### src/rtl/pong_pkg.sv
// pong_pkg: shared types and constants for the ball engine.
//   state_t        FSM state encodings (IDLE=0, SERVE=1, PLAY=2, MISS=3, OVER=4)
//   DEF_H_ACTIVE   default visible width
//   DEF_V_ACTIVE   default visible height
//   DEF_BALL_SIZE  default ball edge length
//   SCORE_MAX      score saturation value
package pong_pkg;

    localparam int DEF_H_ACTIVE  = 640;
    localparam int DEF_V_ACTIVE  = 480;
    localparam int DEF_BALL_SIZE = 15;
    localparam int SCORE_MAX     = 255;

    typedef enum logic [2:0] {
        ST_IDLE  = 3'd0,
        ST_SERVE = 3'd1,
        ST_PLAY  = 3'd2,
        ST_MISS  = 3'd3,
        ST_OVER  = 3'd4
    } state_t;

endpackage

### src/rtl/ball_axis_stepper.sv
// ball_axis_stepper: position and direction of one ball axis.
//   Ball_Clock  in   clock
//   Game_Reset  in   async active-high reset, loads LOAD_POS / LOAD_DIR
//   load        in   synchronous reload to LOAD_POS / LOAD_DIR
//   move        in   advance one step this cycle
//   step        in   pixels per move
//   hit         in   external bounce override (with move): pos=hit_pos, dir=decreasing
//   hit_pos     in   position applied on an override
//   pos         out  current position
//   dir         out  1 = increasing coordinate, 0 = decreasing
// Walls are 0 and MAX_POS; reaching either clamps and flips direction.
module ball_axis_stepper #(
    parameter logic [9:0] MAX_POS  = 10'd625,
    parameter logic [9:0] LOAD_POS = 10'd313,
    parameter logic       LOAD_DIR = 1'b1
) (
    input  logic       Ball_Clock,
    input  logic       Game_Reset,
    input  logic       load,
    input  logic       move,
    input  logic [2:0] step,
    input  logic       hit,
    input  logic [9:0] hit_pos,
    output logic [9:0] pos,
    output logic       dir
);

    logic [10:0] fwd;
    logic        at_max;
    logic        at_min;

    // 11-bit forward sum so a step past the wall never wraps
    assign fwd    = {1'b0, pos} + {8'd0, step};
    assign at_max = dir && (fwd >= {1'b0, MAX_POS});
    assign at_min = !dir && ({1'b0, pos} < {8'd0, step});

    always_ff @(posedge Ball_Clock or posedge Game_Reset) begin
        if (Game_Reset) begin
            pos <= LOAD_POS;
            dir <= LOAD_DIR;
        end else if (load) begin
            pos <= LOAD_POS;
            dir <= LOAD_DIR;
        end else if (move) begin
            if (hit) begin
                pos <= hit_pos;
                dir <= 1'b0;
            end else if (at_max) begin
                pos <= MAX_POS;
                dir <= 1'b0;
            end else if (at_min) begin
                pos <= 10'd0;
                dir <= 1'b1;
            end else if (dir) begin
                pos <= fwd[9:0];
            end else begin
                pos <= pos - {7'd0, step};
            end
        end
    end

endmodule

### src/rtl/ball_engine.sv
// ball_engine: ball position, score, lives and serve/play/miss/over flow.
//   Ball_Clock       in   system clock
//   Game_Reset       in   async active-high reset
//   tick             in   one-cycle move strobe per frame
//   start            in   level; starts a game from IDLE or OVER
//   speed            in   pixels per tick (0 treated as 1)
//   paddle_location  in   paddle left x
//   ball_x, ball_y   out  ball top-left corner
//   score_counter    out  paddle hits, saturating at SCORE_MAX
//   lives_left       out  remaining lives
//   bounce           out  one-cycle pulse per paddle hit
//   game_over        out  high in OVER
//   state            out  FSM state
// Build option BALL_SPEEDUP_EN: adds 1 to the step every 4 paddle hits
// (step saturates at 7); the boost clears on every serve.
module ball_engine import pong_pkg::*; #(
    parameter int H_ACTIVE    = DEF_H_ACTIVE,
    parameter int V_ACTIVE    = DEF_V_ACTIVE,
    parameter int BALL_SIZE   = DEF_BALL_SIZE,
    parameter int PADDLE_W    = 80,
    parameter int PADDLE_Y    = 451,
    parameter int SERVE_X     = 313,
    parameter int SERVE_Y     = 80,
    parameter int LIVES       = 3,
    parameter int SERVE_DELAY = 60
) (
    input  logic       Ball_Clock,
    input  logic       Game_Reset,
    input  logic       tick,
    input  logic       start,
    input  logic [2:0] speed,
    input  logic [9:0] paddle_location,
    output logic [9:0] ball_x,
    output logic [9:0] ball_y,
    output logic [7:0] score_counter,
    output logic [2:0] lives_left,
    output logic       bounce,
    output logic       game_over,
    output logic [2:0] state
);

    localparam logic [10:0] PAD_TOP = 11'(PADDLE_Y - BALL_SIZE);
    localparam logic [10:0] FLOOR   = 11'(V_ACTIVE - BALL_SIZE);

    state_t      st;
    logic [15:0] delay_cnt;
    logic [2:0]  base_step;
    logic [2:0]  step;
    logic        dir_down;
    logic        play_move;
    logic        paddle_hit;
    logic        miss_now;
    logic        serve_load;
    logic        serve_done;
    logic [10:0] y_fwd;

    assign base_step  = (speed == 3'd0) ? 3'd1 : speed;
    assign play_move  = (st == ST_PLAY) && tick;
    assign y_fwd      = {1'b0, ball_y} + {8'd0, step};

    assign paddle_hit = play_move && dir_down &&
                        (y_fwd >= PAD_TOP) &&
                        ({1'b0, ball_y} < PAD_TOP) &&
                        (({1'b0, ball_x} + 11'(BALL_SIZE)) > {1'b0, paddle_location}) &&
                        ({1'b0, ball_x} < ({1'b0, paddle_location} + 11'(PADDLE_W)));

    assign miss_now   = play_move && dir_down && !paddle_hit && (y_fwd >= FLOOR);

    // a new serve begins from IDLE/OVER on start, or after a non-final miss
    assign serve_load = (((st == ST_IDLE) || (st == ST_OVER)) && start) ||
                        ((st == ST_MISS) && (lives_left != 3'd1));
    assign serve_done = (st == ST_SERVE) && tick &&
                        ((delay_cnt + 16'd1) >= 16'(SERVE_DELAY));

`ifdef BALL_SPEEDUP_EN
    logic [1:0] hit_cnt;
    logic [2:0] boost;
    logic [3:0] step_sum;

    assign step_sum = {1'b0, base_step} + {1'b0, boost};
    assign step     = step_sum[3] ? 3'd7 : step_sum[2:0];

    always_ff @(posedge Ball_Clock or posedge Game_Reset) begin
        if (Game_Reset) begin
            hit_cnt <= 2'd0;
            boost   <= 3'd0;
        end else if (serve_load) begin
            hit_cnt <= 2'd0;
            boost   <= 3'd0;
        end else if (paddle_hit) begin
            hit_cnt <= hit_cnt + 2'd1;
            if ((hit_cnt == 2'd3) && (boost != 3'd7))
                boost <= boost + 3'd1;
        end
    end
`else
    assign step = base_step;
`endif

    ball_axis_stepper #(
        .MAX_POS  (10'(H_ACTIVE - BALL_SIZE)),
        .LOAD_POS (10'(SERVE_X)),
        .LOAD_DIR (1'b1)
    ) u_x (
        .Ball_Clock (Ball_Clock),
        .Game_Reset (Game_Reset),
        .load       (serve_load || serve_done),
        .move       (play_move),
        .step       (step),
        .hit        (1'b0),
        .hit_pos    (10'd0),
        .pos        (ball_x),
        .dir        ()
    );

    // y ceiling is the floor line; a miss clamps there and the FSM takes over
    ball_axis_stepper #(
        .MAX_POS  (10'(V_ACTIVE - BALL_SIZE)),
        .LOAD_POS (10'(SERVE_Y)),
        .LOAD_DIR (1'b0)
    ) u_y (
        .Ball_Clock (Ball_Clock),
        .Game_Reset (Game_Reset),
        .load       (serve_load || serve_done),
        .move       (play_move),
        .step       (step),
        .hit        (paddle_hit),
        .hit_pos    (PAD_TOP[9:0]),
        .pos        (ball_y),
        .dir        (dir_down)
    );

    always_ff @(posedge Ball_Clock or posedge Game_Reset) begin
        if (Game_Reset) begin
            st            <= ST_IDLE;
            delay_cnt     <= 16'd0;
            score_counter <= 8'd0;
            lives_left    <= 3'(LIVES);
            bounce        <= 1'b0;
            game_over     <= 1'b0;
        end else begin
            bounce <= paddle_hit;
            case (st)
                ST_IDLE, ST_OVER: begin
                    if (start) begin
                        st            <= ST_SERVE;
                        delay_cnt     <= 16'd0;
                        score_counter <= 8'd0;
                        lives_left    <= 3'(LIVES);
                        game_over     <= 1'b0;
                    end
                end
                ST_SERVE: begin
                    if (serve_done) begin
                        st        <= ST_PLAY;
                        delay_cnt <= 16'd0;
                    end else if (tick) begin
                        delay_cnt <= delay_cnt + 16'd1;
                    end
                end
                ST_PLAY: begin
                    if (paddle_hit && (score_counter != 8'(SCORE_MAX)))
                        score_counter <= score_counter + 8'd1;
                    if (miss_now)
                        st <= ST_MISS;
                end
                ST_MISS: begin
                    lives_left <= lives_left - 3'd1;
                    if (lives_left == 3'd1) begin
                        st        <= ST_OVER;
                        game_over <= 1'b1;
                    end else begin
                        st        <= ST_SERVE;
                        delay_cnt <= 16'd0;
                    end
                end
                default: st <= ST_IDLE;
            endcase
        end
    end

    assign state = st;

endmodule

### config.mk
export PLATFORM = sky130hd
export DESIGN_NAME = ball_engine
export DESIGN_NICKNAME = d
export VERILOG_FILES = /design/src/rtl/pong_pkg.sv /design/src/rtl/ball_axis_stepper.sv /design/src/rtl/ball_engine.sv
export SDC_FILE = /design/constraint.sdc
export NUM_CORES = 1
export LEC_CHECK = 0
export CAP_MARGIN = 30
export CORE_ASPECT_RATIO = 1.5
export CORE_MARGIN = 4
export CORE_UTILIZATION = 40
export CTS_CLUSTER_DIAMETER = 50
export DETAILED_ROUTE_END_ITERATION = 16
export HOLD_SLACK_MARGIN = 0.08
export PLACE_DENSITY_LB_ADDON = 0.1
export SLEW_MARGIN = 20
export SYNTH_ARGS = -nofsm -noshare
export SYNTH_HDL_FRONTEND = slang
export SYNTH_SLANG_ARGS = --single-unit
export TNS_END_PERCENT = 100
### constraint.sdc
create_clock -name Ball_Clock -period 3.8 [get_ports Ball_Clock]
set_input_delay 0.38 -clock Ball_Clock [delete_from_list [all_inputs] [get_ports Ball_Clock]]
set_output_delay 0.38 -clock Ball_Clock [all_outputs]
set_load 0.01 [all_outputs]
==> results of run 1 <==
-- state kept, by name, summed over array words and instances, names as in the netlist --
register / count
u_y.dir: 1
u_x.pos: 10
score_counter: 8
game_over: 1
u_x.dir: 1
u_y.pos: 10
bounce: 1
lives_left: 3
state: 3
delay_cnt: 16
-- worst paths after layout --
| check | start | to | slack (ns) | cells past startpoint |
|---|---|---|---|---|
| max reg2reg | u_x.pos[0] | u_y.pos[4] | 0.34 | 16 |
| max in group asynchronous | Game_Reset | u_x.pos[8] | 2.46 | 3 |
| min reg2reg | delay_cnt[13] | delay_cnt[13] | 0.51 | 1 |
| min in group asynchronous | Game_Reset | lives_left[2] | 0.55 | 2 |
| min | delay_cnt[13] | delay_cnt[13] | 0.51 | 1 |
| max | speed[1] | u_y.pos[0] | 0.18 | 13 |
-- Yosys cell counts, types with 3 or more instances --
cell type | count | area share, %
o22a_1 | 3 | 0.54
clkbuf_1 | 21 | 1.6
a22oi_1 | 3 | 0.47
or2_2 | 11 | 1.4
and2_1 | 12 | 1.6
dfstp_2 | 10 | 5.4
nand2_1 | 49 | 3.8
o21ai_1 | 3 | 0.31
a2bb2oi_1 | 3 | 0.54
a31oi_1 | 4 | 0.52
buf_2 | 6 | 0.62
o21a_1 | 4 | 0.62
xor2_1 | 8 | 1.5
nand4_1 | 9 | 1.2
ha_1 | 39 | 10
dfrtp_1 | 44 | 23
nor2b_1 | 13 | 1.7
mux2i_1 | 4 | 0.83
or3_1 | 9 | 1.2
inv_1 | 39 | 3.0
a211o_1 | 3 | 0.54
nand3_1 | 22 | 2.3
xnor2_1 | 16 | 2.9
nor4_1 | 6 | 0.78
nor3b_1 | 4 | 0.62
and3_1 | 7 | 0.91
nor3_1 | 20 | 2.1
nor2_1 | 40 | 3.1
nand2b_1 | 6 | 0.78
a211oi_1 | 9 | 1.4
nand3b_1 | 6 | 0.93
fa_1 | 4 | 1.7
o31ai_1 | 7 | 1.1
a21oi_1 | 47 | 4.9
o211ai_1 | 9 | 1.4
o22ai_1 | 8 | 1.0
o21ai_0 | 30 | 3.1
a21o_1 | 6 | 0.93
-- routing by layer --
metal  global-route usage (%)  share of wire, %
met1                     23.8                43
met2                     33.9                51
met3                     2.89               3.4
met4                     5.84               2.1
met5                        0                 0
-- worst max-delay path: stages --
cell             delay [ns]
clkdlybuf4s50_1        0.42
o21bai_1               0.21
ha_2                   0.21
inv_1                  0.06
fa_2                   0.34
or2_4                  0.27
a2111oi_4              0.22
mux2_4                 0.33
o32a_1                 0.32
o41ai_4                0.44
nand2_2                0.15
a211o_1                0.35
a21oi_2                0.13
-- stage by stage --
stage               power (mW)  TNS, ns  hold WS (ns)  utilization, %
finish                    3.06        0         0.508            50.1
detailed placement        2.56    -3.24         0.491            48.3
global route              3.32        0         0.530            50.1
global placement          2.54    -2.77         0.486            48.3
floorplan                 2.01        0         0.468               -
CTS                       3.05        0         0.515            49.6
-- report_power, final --
group | leakage, nW | total [mW] | internal, mW | switching, mW
sequential | 0.697 | 0.958 | 0.715 | 0.243
clock | 0.0739 | 0.472 | 0.262 | 0.210
combinational | 1.75 | 1.63 | 0.732 | 0.900
total | 2.52 | 3.06 | 1.71 | 1.35
-- final cells by class --
class	instances	area (um^2)
multi-input combinational	469	3240
timing repair buffer	82	746
fill	1106	5820
sequential	54	1360
tap	150	188
clock buffer	7	143
inverter	39	146
clock inverter	1	5.00
-- cells by family after synthesis --
family | after synthesis
AND/OR/NAND/NOR | 226
buffers and inverters | 69
adder cells (fa/ha/maj) | 43
flip-flops | 54
multiplexers | 5
XOR/XNOR | 24
AO/OA/AOI/OAI | 171
-- timing repair --
| item | 4_1_cts | 5_1_grt |
|---|---|---|
| gates resized for setup | 1 | 15 |
| endpoints found under the hold margin | 0 | 0 |
| setup endpoints to repair | 3 | 13 |
| pin swaps | 1 | 6 |
==> flow_summary_export.csv, run 1 <==
group,metric,value,unit
run,drv_cap,0,
worst_hold_path,hold_class,"flip-flop to flip-flop",
drt,routed_wl,13200,um
placed_design,port_buffers,52,
placed_design,gp_congestion,0.890,
sta,tightest_slew,0.774,ns
final_layout,syn2layout_area_growth,20.9,%
synth,synth_cells,592,
synth,synth_compound_area_share,24.1,%
floorplan,rows,48,
sta,skew,0.00691,ns
sta,slew_headroom,48.4,%
floorplan,die_h,143,um
drt,drc,0,
global_route,antenna_found_initial,0,
cts,clockRootBuffer,"clkbuf_16",
cts,cts_hold_buf,0,
sta,hold_viol,0,
sta,final.period_utilization,95.2,%
cts,post_cts_buffers,0,
placed_design,pre_cts_ws,-0.369,ns
final_layout,final_cells,802,
sta,period_needed,3.62,ns
synth,ys_seq_area_share,28.3,%
synth,synthArstFlopShare,100,%
cts,numCtsBuffers,5,
placed_design,hpwl,9940,um
synth,synth_simple_gate_area_share,24.6,%
synth,syn_nets,652,
final_layout,diodes,0,
cts,htreeDepth,2,
sta,fmaxAchievable,0.276,GHz
cts,clock_sinks,54,
cts,cts_buffer_depth,2,
worst_setup_path,startpoint_type,"input pin",
final_layout,design_area,5840,um^2
synth,synth-edff-count,0,
synth,synthAdderAreaFrac,11.8,%
floorplan,start_util,41.4,%
synth,synthFlopType,"dfrtp_1",
final_layout,mostFrequentLayoutCells,"clkdlybuf4s50_1, nand2_1, a21oi_1, dfrtp_1, nor2_1",
cts,clk_pin_slew,0.07,ns
final_layout,layout_commonest_cell,"clkdlybuf4s50_1",
synth,yosysWarnings,0,
placed_design,place_area,5630,um^2
drt,postRouteAntennaNets,0,
cts,insertion_delay,0.30,ns
worst_setup_path,cp_max_fo,5,
floorplan,dieArea,13900,um^2
sta,setup_viol,0,
sta,maxSlewViolCount,0,
synth,synth_top_family_by_area,"simple AND/OR/NAND/NOR gates",
worst_setup_path,arrival,3.84,ns
sta,rsz0062_at_grt,"false",
global_route,grt_pass1_vias,4544,
global_route,grt_pass1_wl,22300,um
synth,synth_seq_cells,54,
synth,synthesis.area,4830,um^2
global_route,track_usage,19.1,%
cts,cts_tree,"yes",
floorplan,pin_count,53,
worst_setup_path,cp_data_required_time,4.02,ns
worst_setup_path,worst-setup-path-type,"input pin to flip-flop",
final_layout,drive_gt1_share,12.4,%
sta,fin_ws,0.181,ns
synth,avgSynthCellArea,8.15,um^2
drt,wl_per_cell,16.4,um
final_layout,fin_nets,711,
worst_setup_path,cp-end-kind,"flip-flop",
drt,viasPerCell,5.74,
status,status,"finished, final reports clean",
power,p_per_area,525,nW/um^2
power,peakVddDrop,0.278,mV
synth,synth-xor-area-share,4.36,%
synth,synthDistinctLibCells,74,
global_route,grt_max_degree,36,
floorplan,die_w,97.7,um
drt,vias,4604,
synth,synthMuxAreaShare,1.06,%
placed_design,placed_cells,794,
power,power_leakage,2.52,nW
floorplan,core_area,11700,um^2
drt,first_iter_violations,212,
drt,dr.pass1.iters,5,
global_route,grt-ovfl-total,0,
Power figures use the tool's default switching activity.
==> run 2, diff against run 1 <==
CAP_MARGIN = 5   (was 30)
CORE_MARGIN = 5   (was 4)
clock period = 4.4 ns   (was 3.8 ns; I/O delays follow)
==> run 2 against run 1 <==
Against the previous run: design area is 2.9% lower; register-to-register slack better by 0.26 ns; sequential power down 12%; clock skew about the same.
==> flow_summary_export.csv, run 2 (synthesis results as in run 1) <==
group,metric,value,unit
status,status,"finished, final reports clean",
placed_design,place_area,5500,um^2
drt,postRouteAntennaNets,0,
placed_design,pre_cts_ws,0.0246,ns
sta,skew,0.00685,ns
worst_hold_path,hold_class,"flip-flop to flip-flop",
sta,final.period_utilization,92.6,%
sta,hold_viol,0,
final_layout,diodes,0,
placed_design,gp_congestion,0.903,
drt,routed_wl,13700,um
worst_setup_path,worst-setup-path-type,"input pin to flip-flop",
drt,viasPerCell,5.78,
final_layout,final_cells,788,
final_layout,seqCellArea,1360,um^2
worst_setup_path,cpLargestDelayFamily,"compound AO/OA/AOI/OAI gates",
sta,setup_viol,0,
final_layout,multiInputGateArea,3180,um^2
final_layout,largest_register,"delay_cnt",
sta,tightest_slew,0.686,ns
global_route,grt_max_degree,32,
final_layout,drive_gt1_share,8.50,%
final_layout,fin_nets,694,
sta,rsz0062_at_grt,"false",
global_route,antenna_found_initial,0,
global_route,grt_pass1_wl,22700,um
worst_setup_path,cp-end-kind,"flip-flop",
run,drv_cap,0,
worst_setup_path,slowest_stage,"o41ai_4",
final_layout,layout_commonest_cell,"clkdlybuf4s50_1",
drt,first_iter_violations,217,
drt,wl_per_cell,17.3,um
cts,clockRootBuffer,"clkbuf_16",
cts,post_cts_buffers,0,
placed_design,port_buffers,52,
worst_setup_path,cp_cell_sequence,"clkdlybuf4s50_1, o21bai_1, ha_1, inv_1, fa_1, or2_2, a2111oi_0, mux2_2, o32a_1, o41ai_4, nand2_2, a211o_1, a21oi_1",
placed_design,placed_cells,780,
sta,slew_headroom,53.8,%
floorplan,dieArea,14400,um^2
power,power_leakage,2.42,nW
final_layout,largest_register_ffs,16,
sta,period_needed,4.07,ns
floorplan,die_w,99.7,um
global_route,track_usage,19.3,%
final_layout,mostFrequentLayoutCells,"clkdlybuf4s50_1, nand2_1, a21oi_1, dfrtp_1, nor2_1",
cts,numCtsBuffers,5,
final_layout,design_area,5670,um^2
sta,hold_ws,0.509,ns
cts,cts_buffer_depth,2,
power,p_per_area,466,nW/um^2
final_layout,syn2layout_area_growth,17.5,%
cts,htreeDepth,2,
placed_design,hpwl,10500,um
floorplan,pin_count,53,
cts,cts_hold_buf,0,
floorplan,die_h,145,um
global_route,grt-ovfl-total,0,
final_layout,reg_top3,"delay_cnt (16), u_x.pos (10), u_y.pos (10)",
worst_setup_path,startpoint_type,"input pin",
drt,vias,4551,
cts,cts_tree,"yes",
power,power,2.64,mW
worst_setup_path,cpPeakStageDelay,0.47,ns
floorplan,rows,49,
worst_setup_path,cp_max_fo,5,
drt,dr.pass1.iters,6,
sta,fmaxAchievable,0.246,GHz
sta,fin_setup_tns,0,ns
sta,fin_ws,0.327,ns
sta,maxSlewViolCount,0,
worst_setup_path,worst-path-buf-inv,2,
worst_setup_path,arrival,4.30,ns
cts,clock_sinks,54,
drt,drc,0,
cts,insertion_delay,0.30,ns
cts,post_cts_resized,0,
power,peakVddDrop,0.255,mV
worst_setup_path,cp_data_required_time,4.63,ns
floorplan,start_util,40.6,%
cts,clk_pin_slew,0.08,ns
final_layout,utilization,47.7,%
final_layout,fill_cells,1192,
floorplan,core_area,11900,um^2
global_route,grt_pass1_vias,4617,
-- run 2: per-layer routing --
layer | share of wire (%) | global-route usage (%)
met1 | 40 | 21.3
met2 | 54 | 37.5
met3 | 3.2 | 2.32
met4 | 2.7 | 6.83
met5 | 0 | 0
-- run 2: area by class of cell --
| class | instances | share of cell area, % |
|---|---|---|
| repair buffers | 65 | 10.9 |
| well taps | 153 | 3.38 |
| clock buffers | 6 | 2.27 |
| inverters | 39 | 2.58 |
| flip-flops and latches | 54 | 24.1 |
| clock inverters | 2 | 0.662 |
| multi-input cells | 469 | 56.1 |
-- run 2: report_power, final --
| part | total (mW) | internal [mW] | switching (mW) |
|---|---|---|---|
| sequential | 0.842 | 0.617 | 0.225 |
| combinational | 1.34 | 0.592 | 0.751 |
| clock | 0.459 | 0.269 | 0.190 |
| total | 2.64 | 1.48 | 1.17 |
-- run 2: worst reg2reg max path, cell delays in order (launching register included) --
cell and delay [ns]:
dfrtp_1 0.51, inv_1 0.14, ha_1 0.19, nor3b_1 0.38, nor2_1 0.14, xor2_1 0.16
ha_1 0.30, nand4_1 0.13, a21oi_1 0.15, a2111oi_0 0.08, o22ai_1 0.24, nand3_1 0.20
or3_1 0.38, inv_1 0.34, a211oi_1 0.09, a211o_1 0.28
-- run 2: path summary, 6_finish.rpt --
| kind | startpoint | end | slack, ns | cells past startpoint |
|---|---|---|---|---|
| min in group asynchronous | Game_Reset | u_x.pos[9] | 0.55 | 2 |
| max in group asynchronous | Game_Reset | u_x.pos[5] | 3.00 | 3 |
| min reg2reg | delay_cnt[15] | delay_cnt[15] | 0.51 | 1 |
| min | delay_cnt[15] | delay_cnt[15] | 0.51 | 1 |
| max reg2reg | u_x.pos[1] | state[0] | 0.60 | 15 |
| max | speed[2] | u_y.pos[0] | 0.33 | 13 |
